[src/rtl/dmem_arbiter.sv]
// Single-port data-memory arbiter: scalar accesses win each slot, vector bursts fill idle slots.
// Optional STARVE_GUARD_EN forces a vector slot after MAX_WAIT consecutive losses to scalar.
module dmem_arbiter #(
    parameter int LEN_W     = 6,
    parameter int MEM_DEPTH = 121,
    parameter int MAX_WAIT  = 4
) (
    input  logic             clk,
    input  logic             rst_n,
    input  logic             s_req,
    input  logic             s_we,
    input  logic [31:0]      s_addr,
    input  logic [31:0]      s_wdata,
    output logic             s_gnt,
    output logic [31:0]      s_rdata,
    output logic             s_rvalid,
    input  logic             v_start,
    input  logic             v_we,
    input  logic [31:0]      v_base,
    input  logic [31:0]      v_stride,
    input  logic [LEN_W-1:0] v_len,
    input  logic [31:0]      v_wdata,
    output logic             v_wready,
    output logic [LEN_W-1:0] v_idx,
    output logic [31:0]      v_rdata,
    output logic             v_rvalid,
    output logic [LEN_W-1:0] v_ridx,
    output logic             v_busy,
    output logic             v_done,
    output logic             err,
    output logic [31:0]      mem_addr,
    output logic [31:0]      mem_write_data,
    output logic             mem_write_en,
    output logic             mem_read,
    input  logic [31:0]      mem_read_data
);

    typedef enum logic {IDLE, VBURST} state_t;

    state_t           state_reg, state_next;
    logic [31:0]      addr_reg, stride_reg, last_addr_reg;
    logic [LEN_W-1:0] len_reg, idx_reg, v_ridx_reg;
    logic             we_reg;
    logic [31:0]      s_rdata_reg, v_rdata_reg;
    logic             s_rvalid_reg, v_rvalid_reg, v_done_reg, err_reg;

    logic             force_vec, vec_issue, slot_active, slot_we, in_range, last_elem, burst_start;
    logic [31:0]      slot_addr;

`ifdef STARVE_GUARD_EN
    localparam int WAIT_W = $clog2(MAX_WAIT + 1);
    logic [WAIT_W-1:0] wait_cnt_reg;

    assign force_vec = (state_reg == VBURST) && (wait_cnt_reg == WAIT_W'(MAX_WAIT));

    // Counts consecutive burst cycles lost to the scalar port.
    always_ff @(posedge clk) begin
        if (!rst_n || state_reg != VBURST || vec_issue)
            wait_cnt_reg <= '0;
        else if (s_gnt)
            wait_cnt_reg <= wait_cnt_reg + 1'b1;
    end
`else
    assign force_vec = (MAX_WAIT < 0);
`endif

    always_comb begin
        s_gnt          = s_req && !force_vec;
        vec_issue      = (state_reg == VBURST) && !s_gnt;
        slot_active    = s_gnt || vec_issue;
        slot_addr      = s_gnt ? s_addr : addr_reg;
        slot_we        = s_gnt ? s_we : we_reg;
        in_range       = slot_addr < 32'(MEM_DEPTH);
        last_elem      = idx_reg == (len_reg - LEN_W'(1));
        burst_start    = (state_reg == IDLE) && v_start && (v_len != '0);
        // Out-of-range slots are consumed without touching the memory.
        mem_read       = rst_n && slot_active && !slot_we && in_range;
        mem_write_en   = rst_n && slot_active && slot_we && in_range;
        mem_addr       = slot_active ? slot_addr : last_addr_reg;
        mem_write_data = s_gnt ? s_wdata : v_wdata;
        v_wready       = vec_issue && we_reg;
    end

    always_comb begin
        state_next = state_reg;
        case (state_reg)
            IDLE:    if (burst_start) state_next = VBURST;
            VBURST:  if (vec_issue && last_elem) state_next = IDLE;
            default: state_next = IDLE;
        endcase
    end

    always_ff @(posedge clk) begin
        if (!rst_n)
            state_reg <= IDLE;
        else
            state_reg <= state_next;
    end

    always_ff @(posedge clk) begin
        if (!rst_n) begin
            addr_reg      <= '0;
            stride_reg    <= '0;
            len_reg       <= '0;
            we_reg        <= 1'b0;
            idx_reg       <= '0;
            last_addr_reg <= '0;
            s_rdata_reg   <= '0;
            s_rvalid_reg  <= 1'b0;
            v_rdata_reg   <= '0;
            v_rvalid_reg  <= 1'b0;
            v_ridx_reg    <= '0;
            v_done_reg    <= 1'b0;
            err_reg       <= 1'b0;
        end else begin
            s_rvalid_reg <= s_gnt && !s_we;
            if (s_gnt && !s_we)
                s_rdata_reg <= in_range ? mem_read_data : '0;
            v_rvalid_reg <= vec_issue && !we_reg;
            if (vec_issue && !we_reg) begin
                v_rdata_reg <= in_range ? mem_read_data : '0;
                v_ridx_reg  <= idx_reg;
            end
            v_done_reg <= ((state_reg == IDLE) && v_start && (v_len == '0)) ||
                          (vec_issue && last_elem);
            if (slot_active && !in_range)
                err_reg <= 1'b1;
            if (slot_active)
                last_addr_reg <= slot_addr;
            if (burst_start) begin
                addr_reg   <= v_base;
                stride_reg <= v_stride;
                len_reg    <= v_len;
                we_reg     <= v_we;
                idx_reg    <= '0;
            end else if (vec_issue) begin
                addr_reg <= addr_reg + stride_reg;
                idx_reg  <= idx_reg + LEN_W'(1);
            end
        end
    end

    assign s_rdata  = s_rdata_reg;
    assign s_rvalid = s_rvalid_reg;
    assign v_rdata  = v_rdata_reg;
    assign v_rvalid = v_rvalid_reg;
    assign v_ridx   = v_ridx_reg;
    assign v_idx    = idx_reg;
    assign v_busy   = (state_reg == VBURST);
    assign v_done   = v_done_reg;
    assign err      = err_reg;

endmodule

[config.mk]
export PLATFORM = sky130hd
export DESIGN_NAME = dmem_arbiter
export DESIGN_NICKNAME = d
export VERILOG_FILES = /design/src/rtl/dmem_arbiter.sv
export SDC_FILE = /design/constraint.sdc
export NUM_CORES = 1
export LEC_CHECK = 0
export CORE_MARGIN = 4
export CORE_UTILIZATION = 49
export DETAILED_ROUTE_END_ITERATION = 16
export PLACE_DENSITY = 0.86
export SLEW_MARGIN = 20
export SYNTH_ARGS = -nofsm -noshare
export SYNTH_HDL_FRONTEND = slang
export SYNTH_SLANG_ARGS = --single-unit
[constraint.sdc]
create_clock -name clk -period 4.63 [get_ports clk]
set_input_delay 0.463 -clock clk [delete_from_list [all_inputs] [get_ports clk]]
set_output_delay 0.463 -clock clk [all_outputs]
set_load 0.05 [all_outputs]
# == After elaboration in Yosys (flattened, before gate mapping) ==
# Cells that the tools add are included.
# word_totals
reg_bits,184
in_bits,204
out_inout_bits,149
elab_cells,56
# op_classes
n_addsub,3
order_cmp,1
n_eq_ne,1
muxes,10
bitwise,2
reduce_logical,25
# ops
cell,n
$mux W32,6
$add A32 B32 Y32,1
$lt A32 B7 Y1 const B,1
$logic_and A1 B1 Y1,14
$add A6 B1 Y6 const B,1
$eq A6 B6 Y1,1
$logic_not A6 Y1,1
$reduce_bool A6 Y1,1
$sub A6 B1 Y6 const B,1
$logic_not A1 Y1,5
$mux W1,3
$logic_or A1 B1 Y1,2
$not A1 Y1,2
$pmux W1 S2,1
$reduce_bool A2 Y1,1
$reduce_or A2 Y1,1

# == Depth between registers and ports, before layout ==
# depth
ltp_word,6
mapped_depth,10
ltp_nobuf,10

# == Worst setup path before layout ==
# Ideal clock, no wire load.
# synth_timing
kind,input-to-output
start,in s_req
end,out mem_write_en
arrival_ps,2906
required_ps,4167
setup_slack_ps,1261
stages,9
path_buffers,3
path_cell_list,buf_2 -> or4b_1 -> o22ai_1 -> nand3_1 -> nor3_2 -> buf_4 -> buf_6 -> nand2_1 -> nor3_1
# synth_between
elab_chain_cells,6
elab_cells_between_ends,9
cone_classes,order compare: 1; mux: 2; reduce/logical: 6
# synth_rtl
element,line_no,rtl
"start, declared",10,"input logic s_req,"
branches (longest 5 deep; another with $lt A32 B7 Y1),-,
$logic_and A1 B1 Y1 *,78,mem_write_en = rst_n && slot_active && slot_we && in_range;
"end, declared",33,"output logic mem_write_en,"
# Mark *: on every way between the ends.

# == Final worst setup path ==
# layout_timing
start,in s_addr[24]
end,out mem_write_en
# layout_between
elab_chain_cells,3
# layout_rtl
element,line_no,rtl
"start, declared",12,"input logic [31:0] s_addr,"
$mux W32,71,slot_addr = s_gnt ? s_addr : addr_reg;
$lt A32 B7 Y1,73,in_range = slot_addr < 32'(MEM_DEPTH);
$logic_and A1 B1 Y1,78,
# Every way passes these cells.

==> impl_metrics.ini <==
[setup_path]
startpoint_type = input port
endpoint = mem_write_en
critPathKind = in2out
worstRegToRegCells = 10
reg2reg_to = addr_reg[28]
critPathCaptureType = output pin
crit_path_max_fanout = 2
reg2reg_slack_ns = 1.54
r2r-start = addr_reg[0]
worstPathRequired_ns = 4.17
critPathLaunch = s_addr[24]
worstPathArrival_ns = 3.47

[run_status]
status = finished, final reports clean

[floorplan]
start_util_pct = 50.29
fp.dieW_um = 150.0
die_area_um2 = 22510
core-area_um2 = 19650
die_h_um = 150.0
num_io_pins = 353
rows = 51

[sta]
skew_ns = 0.01195
hold_viol = 0
final-setup-viol-count = 0
post-route-period-util_pct = 84.89
final-max-slew-violation-count = 0
fmax_ghz = 0.2544
tns_ns = 0
min_period_ns = 3.930
rsz0062_at_grt = no
worst_slew_pin_slew_ns = 1.068
relSlewSlack_pct = 28.83

[drt]
wl_per_cell_um = 18.66
drtIter0Drc = 725
ant_nets = 0
first_pass_iters = 5
vias = 10060
drc = 0
via_per_inst = 5.685
wirelength_mm = 33.00

[synth]
synth_top_area_share_pct = 37.27
syn-num-nets = 1429
synth-seq-cells = 184
synth_flop_cell = dfxtp_1
ys_async_sr_fraction_pct = 0
synth_edf_count = 0
synth_top_cell_by_area = dfxtp_1
yosysWarnings = 0
netlist_area_um2 = 9884
synth_cell_types = 70
synth_area_per_cell_um2 = 8.299
seq_area_frac_synth_pct = 37.27
synth_area_leaders = dfxtp_1 37%, nand2_1 8.6%, a21boi_0 5.7%
synth_cells = 1191

[power]
total_power_mw = 4.202
p_per_area_nw_per_um2 = 298.2
ir_drop_uv = 259.6
p_leak_nw = 5.206

[clocking]
post-cts-setup-buffer-count = 0
cts_tree = done
root_buffer = clkbuf_16
cts_htree_levels = 4
cts_sinks = 184
ctsLongestPathBuffers = 2
cts-hold-fix-buffers = 0
insertion_delay_ns = 0.44
clkTransAtPathRegs_ns = 0.07
cts_buffers = 17
cts_resized = 0

[layout]
fin_area_um2 = 14090
syn2layout_area_growth_pct = 42.57
fillCellCount = 1576
drive_above_1_share_pct = 7.133
nNetsFinal = 1725

[global_route]
grt_max_degree = 126
grt_use_total_pct = 28.22
overflow = 0
grt_pass1_vias = 9594
grt_pass1_wl_mm = 50.60
antenna_found_initial = 4

[flow_run]
max_cap_viol_count = 0

[worst_hold_path]
hold_path.class = reg2reg
hold_path_depth = 2

[placed_design]
dp_hpwl_mm = 24.22
io_buffer_count = 352
dpl_cell_area_um2 = 13490
gp_congestion = 0.9234
[power breakdown]
group	internal, mW	total (mW)	leakage (nW)	switching [mW]
clock	0.781	1.48	0.291	0.698
combinational	0.447	1.00	3.41	0.557
sequential	1.65	1.72	1.50	0.0679
total	2.88	4.20	5.21	1.32
[worst max-delay path: stages]
cell             delay, ns
clkdlybuf4s50_1       0.43
or4b_1                0.54
o22ai_1               0.35
o311ai_1              0.26
nor3_4                0.24
nand2_1               0.10
nor3_1                0.20
clkdlybuf4s50_1       0.88
[Yosys cell counts (all sizes together) (2+ instances only)]
cell type / number
a211oi: 11
a21boi: 115
a21o: 12
a21oi: 59
a221oi: 2
a22oi: 3
a31o: 2
a31oi: 7
a41oi: 4
and2: 36
and3: 4
and4: 3
buf: 33
clkbuf: 57
dfxtp: 184
ha: 33
inv: 5
mux2: 42
mux2i: 29
nand2: 227
nand2b: 5
nand3: 84
nand4: 7
nor2: 30
nor2b: 8
nor3: 10
nor3b: 2
nor4: 4
o211a: 6
o211ai: 10
o21a: 5
o21ai: 62
o21bai: 3
o221ai: 5
o22ai: 6
o311ai: 2
o31a: 3
o31ai: 4
or2: 2
or3: 7
or4: 7
or4b: 5
xnor2: 16
xor2: 17
[cell families (layout without fill, tap and decap cells)]
logic type               after synthesis  count (layout)  share of synthesized area [%]
multiplexers                          71              71                          7.721
AO/OA/AOI/OAI                        328             328                          22.54
flip-flops                           184             184                          37.27
XOR/XNOR                              33              33                          2.924
AND/OR/NAND/NOR                      446             446                          21.13
other                                  0               4                              0
buffers and inverters                 95             404                          4.038
adder cells (fa/ha/maj)               34              34                          4.380
[area by class of cell]
cell class / instances / area, um2 / share of cell area [%]
repair buffers: 367 / 3628 / 25.75
diodes: 4 / 10.01 / 0.07103
multi-input cells: 912 / 5826 / 41.34
inverters: 5 / 18.77 / 0.1332
well taps: 265 / 331.6 / 2.353
clock inverters: 14 / 153.9 / 1.092
clock buffers: 18 / 439.2 / 3.116
flip-flops and latches: 184 / 3685 / 26.15
[placed cells by master (no fill, tap or decap), drive strengths merged, types with 29 or more instances in the layout]
cell type and count:
nor2 30, nand2 227, dfxtp 184, o21ai 62, nand3 84, mux2i 29, a21oi 59, clkdlybuf4s50 349
a21boi 115, ha 33, mux2 42, and2 36
[worst min-delay path by stage]
| stage | start | to |
|---|---|---|
| after floorplan | stride_reg[10] | stride_reg[10] |
| after global placement | s_rdata[10] | s_rdata[10] |
| after detailed placement | v_rdata[27] | v_rdata[27] |
| after CTS | v_rdata[27] | v_rdata[27] |
| after global routing | s_rdata[23] | s_rdata[23] |
| final | s_rdata[9] | s_rdata[9] |
[through the flow]
stage	hold slack (ns)	worst slack (ns)	std cells	utilization (%)
floorplan	0.4472	1.261	1191	-
global placement	0.4399	0.8622	1733	68.63
detailed placement	0.4440	0.7578	1733	68.63
CTS	0.4540	0.7421	1765	71.65
global route	0.4729	0.6104	1769	71.70
finish	0.4526	0.6997	1769	71.70
[per-layer routing]
metal	GRT usage, %	wire length (um)
met4	14.82	1533
met1	34.59	13060
met3	4.512	2150
met5	0	0
met2	47.65	16260
Note: power is estimated with default switching activity, not from simulation.
